## src/rtl/saci_pkg.sv

```systemverilog
// Shared types and constants for the SACI arbiter slice.
package saci_pkg;

  localparam int SACI_DWIDTH = 53;
  localparam int SACI_MASK_W = 3;
  localparam logic [SACI_MASK_W-1:0] SACI_MASK_NONE = '1;

  typedef enum logic [2:0] {
    ST_IDLE,
    ST_START,
    ST_WAIT_BUSY,
    ST_RUN,
    ST_DONE,
    ST_ERR
  } saci_state_e;

  function automatic int saci_idx_w(input int n);
    return (n > 1) ? $clog2(n) : 1;
  endfunction

  function automatic int saci_max(input int a, input int b);
    return (a > b) ? a : b;
  endfunction

endpackage

```

## src/rtl/saci_arbiter_if.sv

```systemverilog
// Command/handshake link between the arbiter and the SACI master engine.
interface saci_arbiter_if
  import saci_pkg::*;
#(
    parameter int g_dwidth = SACI_DWIDTH
) ();

    logic                   m_start;
    logic [g_dwidth-1:0]    m_data;
    logic [SACI_MASK_W-1:0] m_mask;
    logic                   m_busy;

    // The arbiter side issues commands; the master engine answers with busy.
    modport master (
        output m_start,
        output m_data,
        output m_mask,
        input  m_busy
    );

    modport slave (
        input  m_start,
        input  m_data,
        input  m_mask,
        output m_busy
    );

endinterface

```

## src/rtl/saci_rr_pick.sv

```systemverilog
// Combinational round-robin picker: first set request at or after ptr, wrapping.
module saci_rr_pick
  import saci_pkg::*;
#(
    parameter  int g_nreq = 4,
    localparam int IW     = saci_idx_w(g_nreq)
) (
    input  logic [g_nreq-1:0] req,
    input  logic [IW-1:0]     ptr,
    output logic [g_nreq-1:0] grant,
    output logic [IW-1:0]     index,
    output logic              valid
);

    logic [IW-1:0] cand;

    always_comb begin
        // NOTE: every output of a combinational block gets a default first,
        // otherwise any path that skips an assignment infers a latch.
        grant = '0;
        index = '0;
        valid = 1'b0;
        cand  = '0;
        for (int i = 0; i < g_nreq; i++) begin
            cand = IW'((int'(ptr) + i) % g_nreq);
            if (!valid && req[cand]) begin
                valid       = 1'b1;
                index       = cand;
                grant[cand] = 1'b1;
            end
        end
    end

endmodule

```

## src/rtl/saci_arbiter.sv

```systemverilog
// Round-robin arbiter sharing one SACI master between g_nreq requesters,
// with start and run watchdogs that fail the transaction instead of hanging.
module saci_arbiter
  import saci_pkg::*;
#(
    parameter int g_dwidth        = SACI_DWIDTH,
    parameter int g_nreq          = 4,
    parameter int g_start_timeout = 8,
    parameter int g_run_timeout   = 4096
) (
    input  logic                                 clk_i,
    input  logic                                 reset_i,
    input  logic [g_nreq-1:0]                    req_i,
    input  logic [g_nreq-1:0][g_dwidth-1:0]      req_data_i,
    input  logic [g_nreq-1:0][SACI_MASK_W-1:0]   req_mask_i,
    output logic [g_nreq-1:0]                    ack_o,
    output logic [g_nreq-1:0]                    err_o,
    output logic [g_nreq-1:0]                    grant_o,
    output logic                                 busy_o,
    saci_arbiter_if.master                       m
);

    localparam int IW = saci_idx_w(g_nreq);
    localparam int CW = $clog2(saci_max(g_start_timeout, g_run_timeout) + 1);

    localparam logic [CW-1:0] START_LAST = CW'(g_start_timeout - 1);
    localparam logic [CW-1:0] RUN_LAST   = CW'(g_run_timeout - 1);
    localparam logic [CW-1:0] CNT_MAX    = '1;
    localparam logic [IW-1:0] IDX_LAST   = IW'(g_nreq - 1);

    saci_state_e state_q, state_d;

    logic [CW-1:0]          cnt_q;
    logic [g_nreq-1:0]      grant_q;
    logic [IW-1:0]          idx_q;
    logic [IW-1:0]          rr_ptr_q;
    logic [g_dwidth-1:0]    data_q;
    logic [SACI_MASK_W-1:0] mask_q;

    logic [g_nreq-1:0]      pick_grant;
    logic [IW-1:0]          pick_idx;
    logic                   pick_valid;

    saci_rr_pick #(
        .g_nreq (g_nreq)
    ) u_pick (
        .req   (req_i),
        .ptr   (rr_ptr_q),
        .grant (pick_grant),
        .index (pick_idx),
        .valid (pick_valid)
    );

    always_ff @(posedge clk_i) begin
        // NOTE: clocked state uses non-blocking assignments so every register
        // samples pre-edge values regardless of process evaluation order.
        if (reset_i) begin
            state_q <= ST_IDLE;
        end else begin
            state_q <= state_d;
        end
    end

    always_comb begin
        state_d = state_q;
        case (state_q)
            // A master still busy from an earlier timed-out command blocks arbitration.
            ST_IDLE:      if (pick_valid && !m.m_busy) state_d = ST_START;
            ST_START:     state_d = ST_WAIT_BUSY;
            ST_WAIT_BUSY: begin
                if (m.m_busy)                 state_d = ST_RUN;
                else if (cnt_q >= START_LAST) state_d = ST_ERR;
            end
            ST_RUN: begin
                if (!m.m_busy)              state_d = ST_DONE;
                else if (cnt_q >= RUN_LAST) state_d = ST_ERR;
            end
            ST_DONE:      state_d = ST_IDLE;
            ST_ERR:       state_d = ST_IDLE;
            default:      state_d = ST_IDLE;
        endcase
    end

    // Watchdog: restarts on every state change, saturates instead of wrapping.
    always_ff @(posedge clk_i) begin
        if (reset_i) begin
            cnt_q <= '0;
        end else if (state_d != state_q) begin
            cnt_q <= '0;
        end else if ((state_q == ST_WAIT_BUSY || state_q == ST_RUN) && cnt_q != CNT_MAX) begin
            cnt_q <= cnt_q + 1'b1;
        end
    end

    // Winner's command is captured once and held until the transaction closes.
    always_ff @(posedge clk_i) begin
        if (reset_i) begin
            grant_q  <= '0;
            idx_q    <= '0;
            rr_ptr_q <= '0;
            data_q   <= '0;
            mask_q   <= SACI_MASK_NONE;
        end else if (state_q == ST_IDLE && state_d == ST_START) begin
            grant_q <= pick_grant;
            idx_q   <= pick_idx;
            data_q  <= req_data_i[pick_idx];
            mask_q  <= req_mask_i[pick_idx];
        end else if (state_q == ST_DONE || state_q == ST_ERR) begin
            grant_q  <= '0;
            rr_ptr_q <= (idx_q == IDX_LAST) ? '0 : idx_q + 1'b1;
            data_q   <= '0;
            mask_q   <= SACI_MASK_NONE;
        end
    end

    always_comb begin
        m.m_start = (state_q == ST_START);
        m.m_data  = data_q;
        m.m_mask  = mask_q;
        grant_o   = grant_q;
        busy_o    = (state_q != ST_IDLE);
        ack_o     = '0;
        err_o     = '0;
        if (state_q == ST_DONE) ack_o = grant_q;
        if (state_q == ST_ERR)  err_o = grant_q;
    end

endmodule

```

## src/flat_wrapper.sv

```systemverilog
// flat-port wrapper written by rule: the top's interface ports become plain ports
module saci_arbiter_flat import saci_pkg::*;
#(
    parameter int g_dwidth        = SACI_DWIDTH,
    parameter int g_nreq          = 4,
    parameter int g_start_timeout = 8,
    parameter int g_run_timeout   = 4096
)
  (clk_i, reset_i, req_i, req_data_i, req_mask_i, ack_o, err_o, grant_o, busy_o, m_m_start, m_m_data, m_m_mask, m_m_busy);
  saci_arbiter_if #(.g_dwidth(g_dwidth)) m_i ();
  input  logic clk_i;
  input  logic reset_i;
  input  logic [g_nreq-1:0] req_i;
  input  logic [g_nreq-1:0][g_dwidth-1:0] req_data_i;
  input  logic [g_nreq-1:0][SACI_MASK_W-1:0] req_mask_i;
  output logic [g_nreq-1:0] ack_o;
  output logic [g_nreq-1:0] err_o;
  output logic [g_nreq-1:0] grant_o;
  output logic busy_o;
  output wire logic [$bits(m_i.m_start)-1:0] m_m_start;
  output wire logic [$bits(m_i.m_data)-1:0] m_m_data;
  output wire logic [$bits(m_i.m_mask)-1:0] m_m_mask;
  input wire logic [$bits(m_i.m_busy)-1:0] m_m_busy;
  assign m_m_start = m_i.m_start;
  assign m_m_data = m_i.m_data;
  assign m_m_mask = m_i.m_mask;
  assign m_i.m_busy = m_m_busy;
  saci_arbiter #(.g_dwidth(g_dwidth), .g_nreq(g_nreq), .g_start_timeout(g_start_timeout), .g_run_timeout(g_run_timeout)) u_core (.clk_i(clk_i), .reset_i(reset_i), .req_i(req_i), .req_data_i(req_data_i), .req_mask_i(req_mask_i), .ack_o(ack_o), .err_o(err_o), .grant_o(grant_o), .busy_o(busy_o), .m(m_i));
endmodule
```

## config.mk

```make
export PLATFORM = sky130hd
export DESIGN_NAME = saci_arbiter_flat
export DESIGN_NICKNAME = d
export VERILOG_FILES = /design/src/rtl/saci_pkg.sv /design/src/rtl/saci_arbiter_if.sv /design/src/rtl/saci_rr_pick.sv /design/src/rtl/saci_arbiter.sv /design/src/flat_wrapper.sv
export SDC_FILE = /design/constraint.sdc
export NUM_CORES = 1
export LEC_CHECK = 0
export ABC_CLOCK_PERIOD_IN_PS = 4500
export CAP_MARGIN = 10
export CORE_UTILIZATION = 38
export CTS_CLUSTER_DIAMETER = 120
export CTS_CLUSTER_SIZE = 24
export DETAILED_ROUTE_END_ITERATION = 12
export PLACE_DENSITY_LB_ADDON = 0.2
export SLEW_MARGIN = 25
export SYNTH_ARGS = -nofsm -noshare
export SYNTH_HDL_FRONTEND = slang
export SYNTH_HIERARCHICAL = 1
export SYNTH_SLANG_ARGS = --single-unit
```

## constraint.sdc

```tcl
create_clock -name clk_i -period 4.5 [get_ports clk_i]
set_clock_uncertainty 0.15 [all_clocks]
set_input_delay 0.675 -clock clk_i [delete_from_list [all_inputs] [get_ports clk_i]]
set_output_delay 0.675 -clock clk_i [all_outputs]
set_load 0.02 [all_outputs]
```

======== Yosys cells after proc, flatten, opt, wreduce, memory -nomap -nowiden ========
Cells that the tools add are included.
operators by class
  multiplexer cells ....................... 47
  equality and inequality tests ........... 9
  add/sub/neg operators ................... 5
  bitwise gates (word level) .............. 4
  reduce and logical (&&, ||, !) cells .... 21
  magnitude comparators ................... 11
operators with widths
  operator                                                             number
  2-to-1 mux 53 bit                                                    3
  binary-select mux 53 bit (select 2 bit)                              1
  2-to-1 mux 4 bit                                                     8
  2-to-1 mux 3 bit                                                     8
  < comparator 2 x 3 -> 1 bit, second input constant                   5
  adder 13 x 1 -> 13 bit, second input constant                        1
  greater-or-equal comparator 13 x 12 -> 1 bit, second input constant  1
  greater-or-equal comparator 13 x 3 -> 1 bit, second input constant   1
  != test 13 bit, second input constant                                1
  2-to-1 mux 1 bit                                                     12
  bitwise OR 4 bit                                                     3
  one-hot mux 3 bit (4 select lines)                                   1
  logical AND 1 bit                                                    10
  2-to-1 mux 2 bit                                                     5
  binary-select mux 1 bit (select 2 bit)                               4
  demux 1 bit (select 2 bit)                                           4
  greater-or-equal comparator 2 x 1 -> 1 bit, second input constant    4
  binary-select mux 3 bit (select 2 bit)                               1
  equality test 3 x 1 -> 1 bit, second input constant                  2
  equality test 3 x 2 -> 1 bit, second input constant                  2
  equality test 3 bit, second input constant                           2
  adder 2 x 1 -> 2 bit, second input constant                          2
  adder 2 bit, second input constant                                   2
  logical NOT 1 bit                                                    4
  9 further kinds                                                      10
word-level totals
  input port bits ......................... 231
  flip-flop bits (word level) ............. 80
  output and inout bits ................... 70
  word-level logic and storage cells ...... 104

======== Longest topological paths before layout ========
  word-level depth ........................ 19
  depth in mapped cells ................... 13
  mapped depth without buffers ............ 10

======== By module ========
Netlist, hierarchy kept.
by module, submodules not included
  module        area each (sq um)  times used  cells each  seq. area each (sq um)
  saci_arbiter  4534.3             1           476         1601.5
  saci_rr_pick  422.9              1           45          0.0

======== Worst setup path before layout ========
No wires, ideal clock.
  path kind ............................... reg-to-reg
  start ................................... reg u_core.rr_ptr_q[0]
  end ..................................... reg u_core.data_q[23] (netlist: u_core/m.m_data[23])
  clock period less this slack ............ 3.350 ns
  slack ................................... 1.150 ns
  library setup time ...................... 0.132 ns
  stages on the path, launching flop included .. 14
  data arrival time ....................... 3.067 ns
  path buffers ............................ 4
  cell sequence ........................... dfxtp_1 buf_6 inv_1 ha_1 mux4_2 buf_6 and2b_2 o21ai_0 o31ai_1 buf_2 buf_2 mux4_2 nand2_1 a21oi_1
on the way
  elaborated cells on any way between the ends .. 34
RTL lines
  element                                                                        line                 RTL
  from (decl)                                                                    saci_arbiter.sv:36   logic [IW-1:0] rr_ptr_q;
  from (signal assigned)                                                         saci_arbiter.sv:110  rr_ptr_q <= (idx_q == IDX_LAST) ? '0 : idx_q + 1'b1;
  parallel branches: the longest is 11 deep, another holds adder 2 x 1 -> 2 bit  -
  2-to-1 mux 2 bit *                                                             saci_rr_pick.sv:26   if (!valid && req[cand]) begin
  net u_core.pick_idx[0]                                                         saci_arbiter.sv:41   logic [IW-1:0] pick_idx;
  binary-select mux 53 bit (select 2 bit) *                                      saci_arbiter.sv:106  data_q <= req_data_i[pick_idx];
  2-to-1 mux 53 bit (implied by the code) *                                      saci_arbiter.sv:106
  2-to-1 mux 53 bit *                                                            saci_arbiter.sv:103  end else if (state_q == ST_IDLE && state_d == ST_START) begin
  to (signal assigned)                                                           saci_arbiter.sv:106
  to (decl)                                                                      saci_arbiter.sv:37   logic [g_dwidth-1:0] data_q;
Mark *: on every way through the listed nets, which the timed path passes. The select of a mux whose other input is x is not followed.
A chain may end at the register's enable or synchronous reset.

======== Worst setup path after layout ========
  start ................................... in req_i[2]
  end ..................................... reg u_core.data_q[30] (netlist: u_core/m.m_data[30])
on the way
  elaborated cells on any way between the ends .. 31
RTL lines
  element                                    line                 RTL
  from (decl)                                flat_wrapper.sv:13   input logic [g_nreq-1:0] req_i;
  binary-select mux 1 bit (select 2 bit)     saci_rr_pick.sv:26
  2-to-1 mux 1 bit (implied by the code)     saci_rr_pick.sv:26
  2-to-1 mux 1 bit                           saci_rr_pick.sv:26
  logical NOT 1 bit                          saci_rr_pick.sv:26
  logical AND 1 bit                          saci_rr_pick.sv:26
  2-to-1 mux 1 bit                           saci_rr_pick.sv:26
  logical NOT 1 bit                          saci_rr_pick.sv:26
  logical AND 1 bit                          saci_rr_pick.sv:26
  2-to-1 mux 1 bit                           saci_rr_pick.sv:26
  logical NOT 1 bit                          saci_rr_pick.sv:26
  logical AND 1 bit                          saci_rr_pick.sv:26
  2-to-1 mux 2 bit *                         saci_rr_pick.sv:26
  net u_core.pick_idx[1]                     saci_arbiter.sv:41
  binary-select mux 53 bit (select 2 bit) *  saci_arbiter.sv:106
  2-to-1 mux 53 bit (implied by the code) *  saci_arbiter.sv:106
  2-to-1 mux 53 bit *                        saci_arbiter.sv:103
Mark *: on every way through the listed nets, which the timed path passes. The rest lies on a longest branch. The select of a mux whose other input is x is not followed.

==> impl_metrics.yaml <==
worst_hold_path:
  hold_path.class: "reg2reg"
  whs_path_depth: 2
  worstHoldStart: "u_core/idx_q[1]"
  hold_end: "u_core/idx_q[1]"
critical_path:
  end_kind: "flop"
  rr_worst_depth: 10
  crit_type: "in2reg"
  worst-path-max-fanout: 57
  critPathLaunch: "req_i[2]"
  regToRegSetupSlack_ps: 900
  required_ps: 4550
  crit_arrival_ps: 3690
  r2r_end: "u_core/m.m_data[6]"
  crit_path_start_kind: "input port"
  r2r_start: "u_core/rr_ptr_q[1]"
sta:
  fin_setup_tns_ps: 0
  final_max_slew_viol_count: 0
  relSlewSlack_pct: 37.35
  hold_slack_ps: 308.6
  fmax_mhz: 274.2
  fin_ws_ps: 852.8
  timing.final.crit_share_pct: 81.05
  rsz0062_at_grt: "false"
  worst_slew_pin_slew_ps: 931.2
  period_minus_slack_ps: 3647
  final_hold_viol_count: 0
  setup_viol: 0
clocking:
  clk_latency_ps: 330
  clockRootBuffer: "clkbuf_16"
  h-tree-depth: 3
  clk_pin_slew_ps: 60
  cts_buffer_depth: 2
  tritoncts: "done"
  post_cts_buffers: 0
  cts_num_sinks: 80
  cts_hold_buf: 0
  cts_buffers: 9
  cts_resized: 0
synth:
  avgSynthCellArea_sq_um: 9.515
  yosysSeqAreaShare_pct: 32.31
  synth_edf_count: 0
  netlist_area_sq_mm: 0.004957
  ys_async_sr_fraction_pct: 0
  synth.yosys.warnings: 6
  synthCells: 521
  yosys_most_used_dff: "dfxtp_1"
  ys_ff_latch: 80
  yosysUniqueCellTypes: 45
  syn-num-nets: 759
placement:
  io_buffers: 300
  dp_hpwl_mm: 14.25
  placed_cell_area_sq_mm: 0.008097
  gp_congestion: 0.8553
  dp_worst_setup_slack_ps: 513.6
power:
  clkPwrFrac_pct: 31.9
  netSwitchingPower_uw: 615.8
  power.internal_mw: 1.624
  seqPwrFrac_pct: 35.7
  combPwrFrac_pct: 32.4
  p_sw_share_pct: 27.49
  peakVddDrop_uv: 181.6
  finalPower_mw: 2.240
  powerDensity_mw_per_mm2: 267.1
  p_leak_nw: 2.917
grt:
  grt_max_degree: 61
  overflow: 0
  grt_pass1_vias: 5167
  grt_usage_pct: 26.07
  grt_pass1_wl_mm: 26.70
  antenna_found_initial: 0
cells_and_area:
  drive_gt1_share_pct: 11.53
  area_growth_syn_to_layout_pct: 69.18
  layout.nets: 1032
  final_cell_area_sq_mm: 0.008387
detailed_routing:
  drt_wl_total_mm: 18.17
  final_antenna_net_count: 0
  drt_iter0_drc: 309
  wl_per_cell_um: 18.71
  post-route-drc-count: 0
  first_pass_iters: 5
  num_vias: 5367
  routed_via_density: 5.527
flow_run:
  maxCapViolCount: 0
floorplan:
  fp-row-count: 41
  start_util_pct: 39.12
  dieArea_sq_mm: 0.01351
  fp.dieH_um: 116.2
  die_x_um: 116.2
  io_pins: 301
  core_sq_mm: 0.01267
status:
  status: "complete, no violations"
-- Yosys cell counts, drive strengths merged, types with 7 or more instances --
cell	count	area (sq um)
dfxtp	80	1602
nor2	24	90.09
mux4	60	1363
ha	7	87.58
a21oi	65	325.3
and3	8	50.05
a22oi	8	60.06
nand3	66	330.3
buf	12	65.06
nor3	9	45.04
clkbuf	33	123.9
nand2	78	292.8
inv	7	26.28
o21ai	9	45.04
xnor2	9	78.83
-- logic make-up (layout without fill, tap and decap cells) --
group                    Yosys count  count (layout)  synth area share [%]
multiplexers                      64              64                 28.34
AND/OR/NAND/NOR                  212             212                 20.52
adder cells (fa/ha/maj)            7               7                 1.767
AO/OA/AOI/OAI                     97              97                 11.13
XOR/XNOR                           9               9                 1.590
flip-flops                        80              80                 32.31
buffers and inverters             52             329                 4.341
other                              0               1                     0
-- stage by stage --
step / utilization, % / instances
2_1_floorplan: - / 521
3_3_place_gp: 63.90 / 955
3_5_place_dp: 63.90 / 955
4_1_cts: 66.17 / 970
5_1_grt: 66.17 / 970
6_report: 66.19 / 971
-- critical path, stage by stage --
cell,delay (ps)
clkdlybuf4s50_1,470
mux4_1,780
nor3_1,340
a32o_2,210
buf_4,570
mux4_2,430
nand2_1,100
a21oi_1,60
-- layout make-up --
| type | count | area [sq um] |
|---|---|---|
| Fill cell | 1024 | 4284 |
| Multi-Input combinational cell | 389 | 3166 |
| Timing Repair Buffer | 307 | 3088 |
| Sequential cell | 80 | 1602 |
| Clock buffer | 11 | 242.7 |
| Tap cell | 172 | 215.2 |
| Clock inverter | 4 | 45.04 |
| Inverter | 7 | 26.28 |
| Antenna cell | 1 | 2.502 |
-- cell usage in the layout (no fill, tap or decap), drive strengths merged, types with 2 or more instances in the layout --
master | netlist | routed
o211ai | 3 | 3
or2 | 2 | 2
a22oi | 8 | 8
nor3b | 2 | 2
dfxtp | 80 | 80
nor4b | 2 | 2
ha | 7 | 7
nand4 | 3 | 3
clkdlybuf4s50 | 0 | 299
nor2b | 2 | 2
nand2b | 5 | 5
a21oi | 65 | 65
mux2 | 2 | 2
clkbuf | 33 | 11
clkinv | 0 | 3
nor3 | 9 | 9
a21o | 2 | 2
and3 | 8 | 8
buf | 12 | 8
mux2i | 2 | 2
nor2 | 24 | 24
a31oi | 3 | 3
mux4 | 60 | 60
inv | 7 | 7
nand2 | 78 | 78
nor4 | 5 | 5
nand3 | 66 | 66
xnor2 | 9 | 9
o21ai | 9 | 9
-- how the worst max path moves through the flow --
stage | cells after the start | to | slack (ps)
after floorplan | 13 | u_core/m.m_data[23] | 1150
after global routing | 8 | u_core/m.m_data[30] | 660
final | 8 | u_core/m.m_data[30] | 850
after detailed placement | 8 | u_core/m.m_data[30] | 510
after global placement | 7 | u_core/m.m_data[49] | 610
after CTS | 10 | u_core/m.m_data[30] | 870
-- metal layers --
layer	track usage [%]	wire, um	vias up
met4	11.62	589	0
met3	5.656	1361	39
met2	45.95	9393	264
li1	-	-	2508
met5	0	0	-
met1	30.43	6823	2556
-- sequential cells by signal (all words and copies together) (netlist names) --
signal,flops
u_core/rr_ptr_q,2
u_core/cnt_q,13
u_core/idx_q,2
u_core/state_q,3
u_core/grant_o,4
u_core/m.m_data,53
u_core/m.m_mask,3
-- power by group through the flow --
stage | registers, mW | clock network [mW] | logic [mW]
after floorplan | 0.865 | 0 | 0.290
after global placement | 0.811 | 0 | 0.713
after detailed placement | 0.814 | 0 | 0.726
after CTS | 0.799 | 0.726 | 0.728
after global routing | 0.805 | 0.757 | 0.771
final | 0.800 | 0.715 | 0.725
Note: power is estimated with default switching activity, not from simulation.
==> edit 1 (config.mk and constraints unchanged) <==
Make the reset (`reset_i`) asynchronous in 3 clocked blocks.
--- a/src/rtl/saci_arbiter.sv
+++ b/src/rtl/saci_arbiter.sv
@@ -51,7 +51,7 @@
         .valid (pick_valid)
     );
 
-    always_ff @(posedge clk_i) begin
+    always_ff @(posedge clk_i or posedge reset_i) begin
         // NOTE: clocked state uses non-blocking assignments so every register
         // samples pre-edge values regardless of process evaluation order.
         if (reset_i) begin
@@ -82,7 +82,7 @@
     end
 
     // Watchdog: restarts on every state change, saturates instead of wrapping.
-    always_ff @(posedge clk_i) begin
+    always_ff @(posedge clk_i or posedge reset_i) begin
         if (reset_i) begin
             cnt_q <= '0;
         end else if (state_d != state_q) begin
@@ -93,7 +93,7 @@
     end
 
     // Winner's command is captured once and held until the transaction closes.
-    always_ff @(posedge clk_i) begin
+    always_ff @(posedge clk_i or posedge reset_i) begin
         if (reset_i) begin
             grant_q  <= '0;
             idx_q    <= '0;
Check against the original RTL: differs if reset_i is asserted again (counterexample within 4 cycles, from zero or initial values and one cycle with reset_i high); with reset_i held inactive, the same outputs for 4 cycles.
==> edit 1 against the original RTL <==
- sequential cell count stayed put
- worst setup slack got worse by 0.32 ns
- global-route usage grew 1.4 points
- final cell count is 0.21% higher
- critical endpoint is now u_core/m.m_data[4]$_DFFE_PP0P_
- final area grew 5.9%
- wire length up 10%
- core utilization decreased by 1.9 points
- register-to-register slack got worse by 0.36 ns
- synthesized area grew 8.5%
Power is not compared: it rests on default switching activity, and its combinational part moved more than twofold at a synthesized area within 25%.
==> edit 1: results <==
{
  "outcome": "completed",
  "cts_buffers": 9,
  "synth_cell_types": 61,
  "cts_setup_buffers": 0,
  "worstSetupEndpointType": "flip-flop",
  "dp_hpwl_mm": 15.5,
  "clock_path_buffers": 2,
  "critPathMaxStageDelay_ns": 0.76,
  "nNetsFinal": 1021,
  "max_slew_margin": 0.388,
  "vias": 5388,
  "reg2reg_from": "u_core/rr_ptr_q[0]$_DFFE_PP0P_",
  "grt_pass1_wl_mm": 29.7,
  "ys_top_cells_by_count": "nand2_1, dfrtp_1, o21ai_0, mux4_2, clkbuf_1",
  "r2r_end": "u_core/m.m_data[4]$_DFFE_PP0P_",
  "start_kind": "flip-flop",
  "synth_xor_area_frac": 0.00488,
  "cp.arrival_ns": 4.00,
  "synth-async-reset-ratio": 1.00,
  "h-tree-depth": 3,
  "first_global_vias": 5469,
  "p_leak_nw": 3.42,
  "place_area_um2": 8510,
  "cts_resized": 0,
  "dr.first_iter.drc_count": 439,
  "slowest_stage": "a32o_4",
  "grt.total_usage": 0.274,
  "rrSetupSlack_ns": 0.54,
  "insertion_delay_ns": 0.34,
  "gp_congestion": 0.881,
  "path_max_fanout": 57,
  "synth-compound-area-share": 0.137,
  "grt_max_degree": 75,
  "muxShareOfSynthArea": 0.267,
  "synthAdderAreaFrac": 0.0163,
  "largest_reg_flops": 53,
  "yosysWarnings": 6,
  "ys_seq_area_frac": 0.373,
  "worstHoldPathType": "flip-flop to flip-flop",
  "synth_nets": 745,
  "clockRootBuffer": "clkbuf_16",
  "clk_pin_slew_worst_paths_ns": 0.06,
  "wl_per_cell_um": 20.5,
  "dr.pass1.iters": 7,
  "antenna_found_initial": 5,
  "drive_above_1_share": 0.136,
  "synthTopCellsByArea": "dfrtp_1, mux4_2, nand2_1",
  "rr_worst_depth": 8,
  "synth_ff_type": "dfrtp_1",
  "port_buffers": 300
}
[edit 1: cell families (layout without fill, tap and decap cells)]
logic type               count (synthesis)  count (layout)
XOR/XNOR                                 3               3
multiplexers                            67              67
flip-flops                              80              80
AO/OA/AOI/OAI                          115             115
adder cells (fa/ha/maj)                  7               7
AND/OR/NAND/NOR                        186             186
buffers and inverters                   49             330
other                                    0               5
[edit 1: through the flow]
| stage | setup WS (ns) | power, mW | hold WS, ns | cells |
|---|---|---|---|---|
| 2_1_floorplan | 0.900 | 3.48 | 0.308 | 507 |
| 3_3_place_gp | 0.556 | 4.60 | 0.323 | 952 |
| 3_5_place_dp | 0.450 | 4.67 | 0.348 | 952 |
| 4_1_cts | 0.570 | 5.56 | 0.345 | 968 |
| 5_1_grt | 0.333 | 5.85 | 0.370 | 973 |
| 6_report | 0.536 | 5.53 | 0.350 | 973 |
[edit 1: power by group]
part	switching, mW	internal (mW)
sequential	0.267	1.03
clock	0.301	0.572
combinational	1.60	1.76
total	2.17	3.36
[edit 1: area by class of cell]
class                           count  area [um2]
Timing Repair Buffer              308        3080
Inverter                            6        25.0
Multi-Input combinational cell    378        3180
Clock inverter                      5         103
Sequential cell                    80        2010
Antenna cell                        5        12.5
Tap cell                          180         225
Fill cell                        1088        4940
Clock buffer                       11         253
[edit 1: worst min-delay path by stage]
stage / from / to / depth (start not counted)
2_1_floorplan: u_core/idx_q[0]$_DFFE_PP0P_ / u_core/rr_ptr_q[0]$_DFFE_PP0P_ / 1
3_3_place_gp: u_core/idx_q[0]$_DFFE_PP0P_ / u_core/rr_ptr_q[0]$_DFFE_PP0P_ / 1
3_5_place_dp: u_core/idx_q[0]$_DFFE_PP0P_ / u_core/rr_ptr_q[0]$_DFFE_PP0P_ / 1
4_1_cts: u_core/idx_q[0]$_DFFE_PP0P_ / u_core/rr_ptr_q[0]$_DFFE_PP0P_ / 1
5_1_grt: u_core/idx_q[0]$_DFFE_PP0P_ / u_core/rr_ptr_q[0]$_DFFE_PP0P_ / 1
6_report: u_core/idx_q[0]$_DFFE_PP0P_ / u_core/rr_ptr_q[0]$_DFFE_PP0P_ / 1
[edit 1: routing by layer]
| metal | routed length (um) | vias up | global-route usage |
|---|---|---|---|
| met4 | 692 | 0 | 0.126 |
| met2 | 11000 | 247 | 0.497 |
| met5 | 0 | - | 0 |
| met1 | 7120 | 2643 | 0.308 |
| met3 | 1210 | 35 | 0.0545 |
| li1 | - | 2463 | - |
[edit 1: worst max-delay path, delay by kind of cell, from the launching register on]
kind,cells,cell delay [ns]
compound gates,3,1.39
fa+ha+maj,1,0.41
buf+inv,1,0.15
flops,1,0.71
mux,2,0.87
simple gates,1,0.09
==> edit 2 (same flow settings) <==
Without the edit above. The package constant `SACI_DWIDTH` goes from 53 to 49.
--- a/src/rtl/saci_pkg.sv
+++ b/src/rtl/saci_pkg.sv
@@ -1,7 +1,7 @@
 // Shared types and constants for the SACI arbiter slice.
 package saci_pkg;
 
-  localparam int SACI_DWIDTH = 53;
+  localparam int SACI_DWIDTH = 49;
   localparam int SACI_MASK_W = 3;
   localparam logic [SACI_MASK_W-1:0] SACI_MASK_NONE = '1;
 
Ports: changed (resized m_m_data and req_data_i); port bits go from 301 to 281. The function was not compared with the original's and may differ.
==> edit 2 against the original RTL <==
- power decreased by 0.62%
- worst setup slack got worse by 0.16 ns
- synthesized area decreased by 3.3%
- critical path depth increased by 2
- final area decreased by 4.4%
- wire length decreased by 6.1%
- clock power increased by 8.7%
- core utilization decreased by 0.24 points
- sequential cell count decreased by 4
==> edit 2: results <==
{
  "vdd_drop_max_v": 0.000219,
  "nClkBuffers": 9,
  "reg2reg_from": "u_core/rr_ptr_q[0]$_SDFFE_PP0P_",
  "synth-compound-area-share": 0.117,
  "p_sw_uw": 618,
  "fillers": 1002,
  "synthAdderAreaFrac": 0.0183,
  "postLayoutCellArea_um2": 8020,
  "dp_cells": 912,
  "largest_reg_flops": 49,
  "ys_seq_area_frac": 0.317,
  "inv_count": 5,
  "hold_ws_ns": 0.308,
  "diodes": 2,
  "r2r_end": "u_core/m.m_mask[0]$_SDFFE_PP1P_",
  "place_area_um2": 7700,
  "place_ws_ns": 0.520,
  "cp.arrival_ns": 3.87,
  "grt.total_usage": 0.270,
  "synth_xor_area_frac": 0.0128,
  "dr.first_iter.drc_count": 246,
  "seq_cells": 76,
  "p_leak_nw": 2.78,
  "n_all_buffers": 287,
  "grt_max_degree": 60,
  "nNetsFinal": 977,
  "top_layer": "met5",
  "synth_cell_types": 52,
  "outcome": "completed",
  "port_buffers": 280
}
-- edit 2: cell count changes after synthesis, sizes merged, moves of 4 or more --
cell / unedited run / this run
dfxtp: 80 / 76
and2: 1 / 5
nand3: 66 / 62
mux4: 60 / 56
-- edit 2: worst max-delay path by stage --
stage | from | slack (ns) | to
finish | u_core/rr_ptr_q[0]$_SDFFE_PP0P_ | 0.69 | u_core/m.m_mask[0]$_SDFFE_PP1P_
global route | u_core/rr_ptr_q[0]$_SDFFE_PP0P_ | 0.48 | u_core/m.m_data[33]$_SDFFE_PP0P_
CTS | u_core/rr_ptr_q[0]$_SDFFE_PP0P_ | 0.71 | u_core/m.m_data[19]$_SDFFE_PP0P_
detailed placement | req_i[2] | 0.52 | u_core/m.m_data[33]$_SDFFE_PP0P_
global placement | req_i[2] | 0.65 | u_core/m.m_data[33]$_SDFFE_PP0P_
floorplan | u_core/rr_ptr_q[0]$_SDFFE_PP0P_ | 1.17 | u_core/m.m_data[0]$_SDFFE_PP0P_
-- edit 2: power by group through the flow --
stage               clock, mW  sequential, mW  combinational [mW]
floorplan                   0           0.826               0.284
global placement            0           0.772               0.681
detailed placement          0           0.775               0.690
CTS                     0.786           0.761               0.694
global route            0.822           0.768               0.738
finish                  0.777           0.761               0.688
-- edit 2: metal layers --
metal	vias to the layer above	track usage
met5	-	0
met3	39	0.0911
met1	2439	0.301
li1	2393	-
met4	2	0.133
met2	195	0.461
-- edit 2: critical path: cells and delay by family (launching register included) --
family	cells	cell delay, ns
multiplexers	2	1.04
flip-flops	1	0.72
buffers and inverters	2	0.51
AND/OR/NAND/NOR	3	0.48
adder cells (fa/ha/maj)	1	0.41
AO/OA/AOI/OAI	2	0.29
